===== src/rtl/round_controller_if.sv =====
// Player/timer-facing signal bundle for round_controller.
// master is the controller side; slave is the player/timer environment.
interface round_controller_if #(
   parameter int SCORE_W = 8
);
   logic               start;
   logic               submit;
   logic [4:0]         guess;
   logic [4:0]         timeleft;
   logic               end_f;
   logic               set_f;
   logic [4:0]         set_v;
   logic [4:0]         target;
   logic [SCORE_W-1:0] score;
   logic [1:0]         lives;
   logic               round_win;
   logic               round_lose;
   logic               game_over;

   modport master (
      input  start, submit, guess, timeleft, end_f,
      output set_f, set_v, target, score, lives, round_win, round_lose, game_over
   );

   modport slave (
      output start, submit, guess, timeleft, end_f,
      input  set_f, set_v, target, score, lives, round_win, round_lose, game_over
   );
endinterface


===== src/rtl/round_controller.sv =====
// Round sequencer for the binary number game: loads the seconds timer, draws targets, keeps score/lives.
// Optional macro TIME_BONUS_EN: a win scores timeleft+1 instead of 1.
module round_controller #(
   parameter int ROUND_TIME = 10,
   parameter int MIN_TIME   = 3,
   parameter int LIVES      = 3,
   parameter int SCORE_W    = 8
) (
   input logic               clk,
   input logic               rst,
   round_controller_if.master bus
);

   typedef enum logic [2:0] {IDLE, LOAD, PLAY, RESULT, OVER} state_t;

   localparam logic [4:0]       ROUND_T = 5'(ROUND_TIME);
   localparam logic [4:0]       MIN_T   = 5'(MIN_TIME);
   localparam logic [1:0]       LIVES_I = 2'(LIVES);
   localparam logic [SCORE_W:0] ONE     = (SCORE_W+1)'(1);

   state_t             state, state_n;
   logic [7:0]         lfsr, lfsr_n;
   logic [4:0]         cur_t, cur_t_n;
   logic [4:0]         target, target_n;
   logic [4:0]         set_v, set_v_n;
   logic [4:0]         draw;
   logic [SCORE_W-1:0] score, score_n, score_sat;
   logic [SCORE_W:0]   score_inc, score_sum;
   logic [1:0]         lives, lives_n, lives_dec;
   logic               set_f, set_f_n;
   logic               win, win_n, lose, lose_n;

   // A zero draw is bumped to 1 so the target is always enterable.
   assign draw = (lfsr[4:0] == 5'd0) ? 5'd1 : lfsr[4:0];

`ifdef TIME_BONUS_EN
   assign score_inc = (SCORE_W+1)'(bus.timeleft) + ONE;
`else
   assign score_inc = ONE;
`endif

   // One extra bit catches overflow so the score saturates instead of wrapping.
   assign score_sum = {1'b0, score} + score_inc;
   assign score_sat = score_sum[SCORE_W] ? '1 : score_sum[SCORE_W-1:0];
   assign lives_dec = (lives != 2'd0) ? lives - 2'd1 : 2'd0;

   always_ff @(posedge clk) begin
      if (rst) begin
         state  <= IDLE;
         lfsr   <= 8'hA5;
         cur_t  <= ROUND_T;
         target <= 5'd0;
         score  <= '0;
         lives  <= 2'd0;
         set_f  <= 1'b0;
         set_v  <= 5'd0;
         win    <= 1'b0;
         lose   <= 1'b0;
      end else begin
         state  <= state_n;
         lfsr   <= lfsr_n;
         cur_t  <= cur_t_n;
         target <= target_n;
         score  <= score_n;
         lives  <= lives_n;
         set_f  <= set_f_n;
         set_v  <= set_v_n;
         win    <= win_n;
         lose   <= lose_n;
      end
   end

   // The timer strobe is registered on entry to LOAD, so it is high exactly for the LOAD cycle.
   always_comb begin
      state_n  = state;
      lfsr_n   = {lfsr[6:0], lfsr[7] ^ lfsr[5] ^ lfsr[4] ^ lfsr[3]};
      cur_t_n  = cur_t;
      target_n = target;
      score_n  = score;
      lives_n  = lives;
      set_f_n  = 1'b0;
      set_v_n  = set_v;
      win_n    = 1'b0;
      lose_n   = 1'b0;
      case (state)
         IDLE, OVER: begin
            if (bus.start) begin
               state_n  = LOAD;
               score_n  = '0;
               lives_n  = LIVES_I;
               cur_t_n  = ROUND_T;
               target_n = draw;
               set_f_n  = 1'b1;
               set_v_n  = ROUND_T;
            end
         end
         LOAD: state_n = PLAY;
         PLAY: begin
            if (bus.end_f) begin
               state_n = RESULT;
               lose_n  = 1'b1;
               lives_n = lives_dec;
            end else if (bus.submit && (bus.guess == target)) begin
               state_n = RESULT;
               win_n   = 1'b1;
               score_n = score_sat;
               cur_t_n = (cur_t > MIN_T) ? cur_t - 5'd1 : MIN_T;
            end else if (bus.submit) begin
               state_n = RESULT;
               lose_n  = 1'b1;
               lives_n = lives_dec;
            end
         end
         RESULT: begin
            if (lives == 2'd0) begin
               state_n = OVER;
            end else begin
               state_n  = LOAD;
               target_n = draw;
               set_f_n  = 1'b1;
               set_v_n  = cur_t;
            end
         end
         default: state_n = IDLE;
      endcase
   end

   assign bus.set_f      = set_f;
   assign bus.set_v      = set_v;
   assign bus.target     = target;
   assign bus.score      = score;
   assign bus.lives      = lives;
   assign bus.round_win  = win;
   assign bus.round_lose = lose;
   assign bus.game_over  = (state == OVER);

endmodule


===== src/flat_wrapper.sv =====
// flat-port wrapper written by rule: the top's interface ports become plain ports
module round_controller_flat 
#(
   parameter int ROUND_TIME = 10,
   parameter int MIN_TIME   = 3,
   parameter int LIVES      = 3,
   parameter int SCORE_W    = 8
)
  (clk, rst, bus_start, bus_submit, bus_guess, bus_timeleft, bus_end_f, bus_set_f, bus_set_v, bus_target, bus_score, bus_lives, bus_round_win, bus_round_lose, bus_game_over);
  round_controller_if #(.SCORE_W(SCORE_W)) bus_i ();
  input logic clk;
  input logic rst;
  input wire logic [$bits(bus_i.start)-1:0] bus_start;
  input wire logic [$bits(bus_i.submit)-1:0] bus_submit;
  input wire logic [$bits(bus_i.guess)-1:0] bus_guess;
  input wire logic [$bits(bus_i.timeleft)-1:0] bus_timeleft;
  input wire logic [$bits(bus_i.end_f)-1:0] bus_end_f;
  output wire logic [$bits(bus_i.set_f)-1:0] bus_set_f;
  output wire logic [$bits(bus_i.set_v)-1:0] bus_set_v;
  output wire logic [$bits(bus_i.target)-1:0] bus_target;
  output wire logic [$bits(bus_i.score)-1:0] bus_score;
  output wire logic [$bits(bus_i.lives)-1:0] bus_lives;
  output wire logic [$bits(bus_i.round_win)-1:0] bus_round_win;
  output wire logic [$bits(bus_i.round_lose)-1:0] bus_round_lose;
  output wire logic [$bits(bus_i.game_over)-1:0] bus_game_over;
  assign bus_i.start = bus_start;
  assign bus_i.submit = bus_submit;
  assign bus_i.guess = bus_guess;
  assign bus_i.timeleft = bus_timeleft;
  assign bus_i.end_f = bus_end_f;
  assign bus_set_f = bus_i.set_f;
  assign bus_set_v = bus_i.set_v;
  assign bus_target = bus_i.target;
  assign bus_score = bus_i.score;
  assign bus_lives = bus_i.lives;
  assign bus_round_win = bus_i.round_win;
  assign bus_round_lose = bus_i.round_lose;
  assign bus_game_over = bus_i.game_over;
  round_controller #(.ROUND_TIME(ROUND_TIME), .MIN_TIME(MIN_TIME), .LIVES(LIVES), .SCORE_W(SCORE_W)) u_core (.clk(clk), .rst(rst), .bus(bus_i));
endmodule

===== config.mk =====
export PLATFORM = sky130hd
export DESIGN_NAME = round_controller_flat
export DESIGN_NICKNAME = d
export VERILOG_FILES = /design/src/rtl/round_controller_if.sv /design/src/rtl/round_controller.sv /design/src/flat_wrapper.sv
export SDC_FILE = /design/constraint.sdc
export NUM_CORES = 1
export LEC_CHECK = 0
export ABC_CLOCK_PERIOD_IN_PS = 1750
export CORE_ASPECT_RATIO = 1.5
export CORE_MARGIN = 1
export CORE_UTILIZATION = 50
export DETAILED_ROUTE_END_ITERATION = 10
export GPL_TIMING_DRIVEN = 1
export PLACE_DENSITY = 0.83
export SKIP_CTS_REPAIR_TIMING = 1
export SYNTH_ARGS = -nofsm -noshare
export SYNTH_HDL_FRONTEND = slang
export SYNTH_SLANG_ARGS = --single-unit

===== constraint.sdc =====
create_clock -name clk -period 1.75 [get_ports clk]
set_input_delay 0.2625 -clock clk [delete_from_list [all_inputs] [get_ports clk]]
set_output_delay 0.2625 -clock clk [all_outputs]
set_load 0.01 [all_outputs]

==> flow_summary.toml, run 1 <==
[status]
status = "complete, no violations"

[place]
postPlaceCellArea_um2 = 2245
hpwlAfterDp_um = 2925
gp_congestion = 0.8104
io_buffers = 33

[clock_network]
htree_levels = 2
cts_buffer_depth = 2
clk_latency_ns = 0.30
cts_root_buffer = "clkbuf_8"
clock-sinks = 39
cts_tree = "done"
path_clk_slew_ns = 0.08
numCtsBuffers = 5

[synthesis]
netlist_area_um2 = 1792
synth_top_area_share_pct = 43.58
synth-compound-area-share_pct = 18.09
ys.flop_type = "dfxtp_1"
syn_inst = 203
synth_fp_nets = 221
yosys_warnings = 0
ys_async_sr_fraction_pct = 0
synthDominantAreaCellType = "dfxtp_1"
synthXorXnorAreaFrac_pct = 4.399
synth.area.top_cells = "dfxtp_1 44%, a21oi_1 4.7%, nor2_1 4.4%"
ys_top_cells_by_count = "39 x dfxtp_1, 21 x nor2_1, 18 x nand2_1"
synth-edff-count = 0
muxShareOfSynthArea_pct = 0
synth_most_common_cell = "dfxtp_1"
synth_seq_area_share_pct = 43.58
ys_types = 45
avgSynthCellArea_um2 = 8.826
ys_seq_elements = 39
yosys.area_share.simple_pct = 27.51
yosys.area_share.adder_pct = 2.095
synth_top_family_by_area = "simple AND/OR/NAND/NOR gates"

[timing]
max_freq_ghz = 0.5827
finalSetupViolCount = 0
final.min_clock_period_ns = 1.716
slew-limit-headroom_pct = 67.03
finalSetupTns_ns = 0
drv_slew = 0
whs_ns = 0.4272
hold_violations = 0
worstMarginPinSlew_ns = 0.4927
min_period_over_period_pct = 98.07
fin_skew_ns = 0.005953

[die]
coreArea_um2 = 3416
ios = 39
die_w_um = 50.88
dieArea_um2 = 3832
num_rows = 26
die_y_um = 75.32
start_util_pct = 52.45

[global_routing]
grt_overflow_total = 0
grt_pass1_vias = 1453
grt_max_degree = 21
grt_pass1_wl_um = 6375
antenna_found_initial = 0
track_usage_pct = 22.61

[critical_path]
worstSetupPathType = "input port to register"
cp_max_fo = 7
arrival_ns = 1.96
start_kind = "input port"
cp.required_ns = 2.00
worst_setup_path_end_kind = "register"

[cells_and_area]
syn_to_final_growth_pct = 35.54
drive_gt1_share_pct = 21.96
diodes = 0
nNetsFinal = 272
final_area_um2 = 2429

[drt]
route.detailed.drc = 0
first_iter_violations = 49
drt_wl_total_um = 4115
wl_per_cell_um = 13.86
detail_route.first_pass.iterations = 4
drtAntennaViolNets = 0
vias_per_cell = 5.478
via_count = 1627

[power_and_ir_drop]
swShare_pct = 28.89
pwr-share-seq_pct = 49.2
p_switching_uw = 587.3
intPower_uw = 1445
vdd_drop_max_mv = 0.8123
p_comb_share_pct = 20.6
cellPowerDensity_nw_per_um2 = 837.0
p_leak_uw = 0.0009845
clkPwrFrac_pct = 30.2

[worst_hold_path]
hp-class = "register to register"

[flow_run]
cap_violations = 0
area by class of cell:
type,count,area (um^2)
timing repair buffer,53,493.0
sequential,39,782.0
fill,286,987.2
inverter,7,28.78
clock inverter,3,25.02
clock buffer,5,68.82
tap,42,52.55
multi-input combinational,148,978.4
power by group through the flow:
stage          clock network (uW)  logic, uW  registers (uW)
3_3_place_gp                    0        376            1010
3_5_place_dp                    0        386            1020
5_1_grt                       658        455            1010
4_1_cts                       625        388             996
6_report                      614        419            1000
2_1_floorplan                   0        231            1010
per-stage QoR:
| step | power, uW | util [%] | setup slack, ns | cells |
|---|---|---|---|---|
| 2_1_floorplan | 1244 | - | 0.1161 | 203 |
| 3_3_place_gp | 1390 | 65.71 | -0.3495 | 285 |
| 3_5_place_dp | 1402 | 65.71 | -0.3975 | 285 |
| 4_1_cts | 2010 | 68.46 | -0.1166 | 293 |
| 5_1_grt | 2121 | 71.10 | -0.03754 | 297 |
| 6_report | 2033 | 71.10 | 0.03385 | 297 |
cells in the final DEF, fill, tap and decap left out, types with 2 or more instances in the layout:
| master | instances |
|---|---|
| dfxtp_1 | 38 |
| clkdlybuf4s50_1 | 31 |
| nor2_1 | 21 |
| nand2_1 | 18 |
| buf_4 | 18 |
| a21oi_1 | 16 |
| nand3_1 | 14 |
| nor3_1 | 8 |
| or2_2 | 7 |
| o21ai_0 | 7 |
| inv_1 | 6 |
| nor2b_1 | 5 |
| clkbuf_8 | 5 |
| a21o_2 | 4 |
| xor2_1 | 3 |
| xor2_2 | 3 |
| xnor2_1 | 3 |
| a31oi_1 | 3 |
| a211oi_1 | 3 |
| nand2b_1 | 3 |
| ha_1 | 3 |
| a22o_1 | 2 |
| o22ai_1 | 2 |
| clkinv_4 | 2 |
| dlymetal6s2s_1 | 2 |
| buf_6 | 2 |
final timing paths:
kind	slack, ns	cells past startpoint	to	from
setup / recovery	0.03	8	u_core.bus.score[2]	bus_guess[1]
hold / removal	0.43	1	u_core.lfsr[7]	u_core.lfsr[6]
setup reg to reg	0.09	7	u_core.cur_t[1]	u_core.bus.target[0]
hold reg to reg	0.43	1	u_core.lfsr[7]	u_core.lfsr[6]
registers in the layout (all words and copies together) (netlist names):
register and flops:
u_core.bus.lives 2, u_core.bus.round_lose 1, u_core.bus.round_win 1, u_core.bus.score 8, u_core.bus.set_f 1, u_core.bus.set_v 5, u_core.bus.target 5, u_core.cur_t 5
u_core.lfsr 8, u_core.state 3
routing by layer:
metal,vias up,GRT usage [%],part of all wire [%]
met1,769,24.03,40
met2,35,42.07,56
met5,-,0,0
met4,0,10.80,1.7
li1,815,-,-
met3,8,4.990,3.0
critical path, stage by stage:
cell and delay [ns]:
clkdlybuf4s50_1 0.52, xor2_2 0.21, nor4_4 0.06, buf_4 0.16
a211oi_4 0.38, buf_6 0.17, a21o_1 0.08, a22o_1 0.11
cells by family after synthesis:
group           after synthesis
compound gates               47
xor+xnor                      9
flops                        39
fa+ha+maj                     3
buf+inv                      16
simple gates                 89
Note: power is estimated with default switching activity, not from simulation.
==> inputs of run 2 (changes only) <==
- CELL_PAD_IN_SITES_DETAIL_PLACEMENT: unset -> 0
- CELL_PAD_IN_SITES_GLOBAL_PLACEMENT: unset -> 2
- CORE_UTILIZATION: 50 -> 29
- PLACE_DENSITY: 0.83 -> 0.81
==> flow_summary.toml, run 2 (synthesized netlist as in run 1, its figures left out) <==
[status]
status = "complete, no violations"

[die]
coreArea_um2 = 5871
start_util_pct = 30.52
die_w_um = 66.18
die_y_um = 98.27
num_rows = 34
ios = 39
dieArea_um2 = 6503

[place]
dp_cells = 324
hpwlAfterDp_um = 3317
postPlaceCellArea_um2 = 2350
gp_congestion = 0.7388
io_buffers = 33
pre_cts_ws_ns = -0.3619

[worst_hold_path]
hp-class = "register to register"
hold_start = "u_core.lfsr[6]"
worstHoldPathCells = 1
hold_path_end = "u_core.lfsr[7]"

[power_and_ir_drop]
p_leak_uw = 0.001003
finalPower_uw = 2199
vdd_drop_max_mv = 0.4063
cellPowerDensity_nw_per_um2 = 864.4

[cells_and_area]
final_area_um2 = 2544
reg.largest.list = "u_core.bus.score: 8 flops, u_core.lfsr: 8 flops"
fillers = 609
drive_gt1_share_pct = 24.71
final_common_cell = "dfxtp_1"
nNetsFinal = 280
final_cell_count_no_fill = 335
syn_to_final_growth_pct = 41.97
diodes = 0
layout_common_cells = "38 x dfxtp_1, 32 x clkdlybuf4s50_1, 27 x buf_4"

[timing]
hold_violations = 0
min_period_over_period_pct = 99.19
fin_skew_ns = 0.008102
worst_slack_ns = 0.01425
finalSetupViolCount = 0
final.min_clock_period_ns = 1.736
drv_slew = 0
max_freq_ghz = 0.5761
slew-limit-headroom_pct = 80.21
worstMarginPinSlew_ns = 0.2936
finalSetupTns_ns = 0

[drt]
drt_wl_total_um = 4374
detail_route.first_pass.iterations = 4
via_count = 1604
first_iter_violations = 51
drtAntennaViolNets = 0
wl_per_cell_um = 13.06
route.detailed.drc = 0
vias_per_cell = 4.788

[global_routing]
grt_overflow_total = 0
grt_pass1_wl_um = 7438
track_usage_pct = 14.82
grt_max_degree = 22
antenna_found_initial = 0
grt_pass1_vias = 1600

[critical_path]
cp.required_ns = 1.92
worst_setup_path_end_kind = "register"
r2r_slack_ns = 0.04
arrival_ns = 1.91
r2r.worst_path.cells = 7
start_kind = "input port"
worstSetupPathType = "input port to register"
r2r_end = "u_core.cur_t[2]"
reg2reg_from = "u_core.bus.target[2]"
cp_max_fo = 8

[clock_network]
numCtsBuffers = 5
cts_buffer_depth = 2
cts_root_buffer = "clkbuf_8"
cts_tree = "done"
path_clk_slew_ns = 0.08
clk_latency_ns = 0.29
htree_levels = 2
clock-sinks = 39

[flow_run]
cap_violations = 0
[run 2: cell count changes in the layout (fill, tap and decap cells not counted), sizes merged]
cell           delta
buf               +8
bufinv            +1
clkdlybuf4s50     +1
clkinvlp          -1
dlymetal6s2s      -1
[run 2: worst max path at each step]
stage                         startpoint                  end  slack (ns)  cells after the start
global route                bus_guess[2]      u_core.cur_t[2]      -0.006                      8
CTS                      u_core.state[0]        bus_game_over       -0.17                      4
global placement            bus_guess[2]      u_core.cur_t[1]       -0.36                      6
finish                      bus_guess[2]      u_core.cur_t[2]        0.01                      8
floorplan           u_core.bus.target[2]  u_core.bus.score[2]        0.12                      6
detailed placement          bus_guess[2]  u_core.bus.score[4]       -0.36                      7
[run 2: worst max-delay path, stage by stage]
cell and delay [ns]:
clkdlybuf4s50_1 0.44, xor2_2 0.17, nor4_4 0.29, buf_6 0.18, a211oi_4 0.06, buf_4 0.16
o21ai_0 0.21, o41ai_2 0.12
[run 2: through the flow]
step | hold WS (ns) | util, %
after floorplan | 0.3832 | -
after CTS | 0.4107 | 41.94
final | 0.4117 | 43.33
after global placement | 0.3956 | 40.03
after global routing | 0.4238 | 43.33
after detailed placement | 0.4029 | 40.03
[run 2: layout make-up]
| type | instances | area [um^2] | area share [%] |
|---|---|---|---|
| sequential | 39 | 782.0 | 30.74 |
| timing repair buffer | 61 | 546.8 | 21.50 |
| multi-input combinational | 148 | 983.4 | 38.66 |
| inverter | 7 | 28.78 | 1.131 |
| tap | 72 | 90.09 | 3.542 |
| clock inverter | 3 | 43.79 | 1.722 |
| clock buffer | 5 | 68.82 | 2.705 |
[run 2: where the power goes]
| part | internal [uW] | switching [uW] |
|---|---|---|
| clock | 425 | 332 |
| combinational | 233 | 209 |
| sequential | 945 | 54.4 |
| total | 1600 | 596 |
[run 2: per-layer routing]
metal	share of wire (%)	vias up	wire length, um	track usage [%]
met5	0	-	0	0
met1	42	745	1846	16.83
met4	1.2	0	51	3.928
met3	3.0	5	132	3.621
li1	-	821	-	-
met2	54	33	2344	26.77
==> inputs of run 3 (changes only) <==
- CORE_UTILIZATION: 29 -> 36
- DONT_BUFFER_PORTS: unset -> 1
- PLACE_DENSITY: 0.81 -> 0.79
==> flow_summary.toml, run 3 (synthesized netlist as in run 1, its figures left out) <==
[critical_path]
r2r_slack_ns = 0.10
crit_family = "compound AO/OA/AOI/OAI gates"
worst_setup_path_end_kind = "register"
cp.required_ns = 1.95
slowest_delay_ns = 0.45
worstSetupPathType = "register to register"
arrival_ns = 1.85
path_cells = "inv_1, o31ai_1, nand3_1, buf_4, o41ai_4"
cp_slowest_cell = "dfxtp_1"
start_kind = "register"
cp_max_fo = 6
critPathBufInv = 2

[die]
die_y_um = 88.41
ios = 39
dieArea_um2 = 5269
start_util_pct = 37.25
num_rows = 31
die_w_um = 59.60
coreArea_um2 = 4810

[cells_and_area]
diodes = 0
final_cell_count_no_fill = 287
drive_gt1_share_pct = 24.43
syn_to_final_growth_pct = 17.60
final_common_cell = "dfxtp_1"
nNetsFinal = 238
reg.largest.list = "u_core.bus.score: 8 flops, u_core.lfsr: 8 flops"
fin_util_pct = 43.81
layout_common_cells = "37 x dfxtp_1, 21 x nor2_1, 18 x nand2_1"

[status]
status = "complete, no violations"

[power_and_ir_drop]
pwr-share-seq_pct = 51.5
clkPwrFrac_pct = 31.6
vdd_drop_max_mv = 0.4551
finalPower_uw = 1960
p_comb_share_pct = 17.0
intPower_uw = 1381
p_leak_uw = 0.0008518
cellPowerDensity_nw_per_um2 = 930.1
p_switching_uw = 578.4
swShare_pct = 29.51

[timing]
rsz0062_at_grt = "false"
max_freq_ghz = 0.6063
min_period_over_period_pct = 94.24
finalSetupTns_ns = 0
worstMarginPinSlew_ns = 0.4396
drv_slew = 0
finalSetupViolCount = 0
fin_skew_ns = 0.009237
final.min_clock_period_ns = 1.649
whs_ns = 0.02540
hold_violations = 0
slew-limit-headroom_pct = 70.60

[clock_network]
htree_levels = 2
numCtsBuffers = 5
clock-sinks = 39
cts_buffer_depth = 2
path_clk_slew_ns = 0.08
cts_root_buffer = "clkbuf_8"
cts_tree = "done"
clk_latency_ns = 0.30

[worst_hold_path]
hp-class = "input port to register"

[drt]
wl_per_cell_um = 14.90
vias_per_cell = 5.167
via_count = 1483
detail_route.first_pass.iterations = 6
first_iter_violations = 89
drt_wl_total_um = 4276
route.detailed.drc = 0
drtAntennaViolNets = 0

[place]
gp_congestion = 0.7832
dp_cells = 279
hpwlAfterDp_um = 3230
io_buffers = 0

[global_routing]
grt_pass1_vias = 1519
antenna_found_initial = 0
grt_overflow_total = 0
grt_max_degree = 31
grt_pass1_wl_um = 7155
track_usage_pct = 18.41

[flow_run]
cap_violations = 0
run 3: cell type report:
class	count	area, um^2
repair buffers	19	150.1
well taps	66	82.58
multi-input cells	148	974.7
flip-flops and latches	39	783.3
clock buffers	5	68.82
inverters	7	27.53
fillers	505	2703
clock inverters	3	20.02
run 3: worst register-to-register path: stages (launching register included):
cell and delay (ns):
dfxtp_1 0.45, inv_1 0.10, o31ai_1 0.42, nand3_1 0.20, buf_4 0.20, o41ai_4 0.20
run 3: power groups by stage:
stage / sequential (uW) / clock (uW) / combinational (uW)
2_1_floorplan: 1010 / 0 / 231
3_3_place_gp: 1030 / 0 / 316
3_5_place_dp: 1030 / 0 / 322
4_1_cts: 1010 / 640 / 324
5_1_grt: 1020 / 676 / 375
6_report: 1010 / 618 / 332
run 3: per-stage QoR:
stage	setup slack, ns	instance area [um^2]
after detailed placement	-0.04165	1967
after global routing	0.0005094	2107
after global placement	-0.03340	1967
after CTS	-0.07263	2056
after floorplan	0.1161	1792
final	0.1007	2107
run 3: final timing paths:
path / depth (start not counted) / endpoint / from
worst max-delay path: 5 / u_core.cur_t[4] / u_core.cur_t[0]
worst min-delay path: 1 / u_core.bus.target[2] / rst
worst max register to register: 5 / u_core.cur_t[4] / u_core.cur_t[0]
worst min register to register: 1 / u_core.lfsr[7] / u_core.lfsr[6]
run 3: metal layers:
metal,wire length (um),global-route usage (%),part of all wire [%],up-vias
met5,0,0,0,-
met4,65,7.188,1.5,0
met3,238,5.117,5.6,6
met2,2330,34.22,54,37
met1,1640,19.08,38,698
li1,-,-,-,742
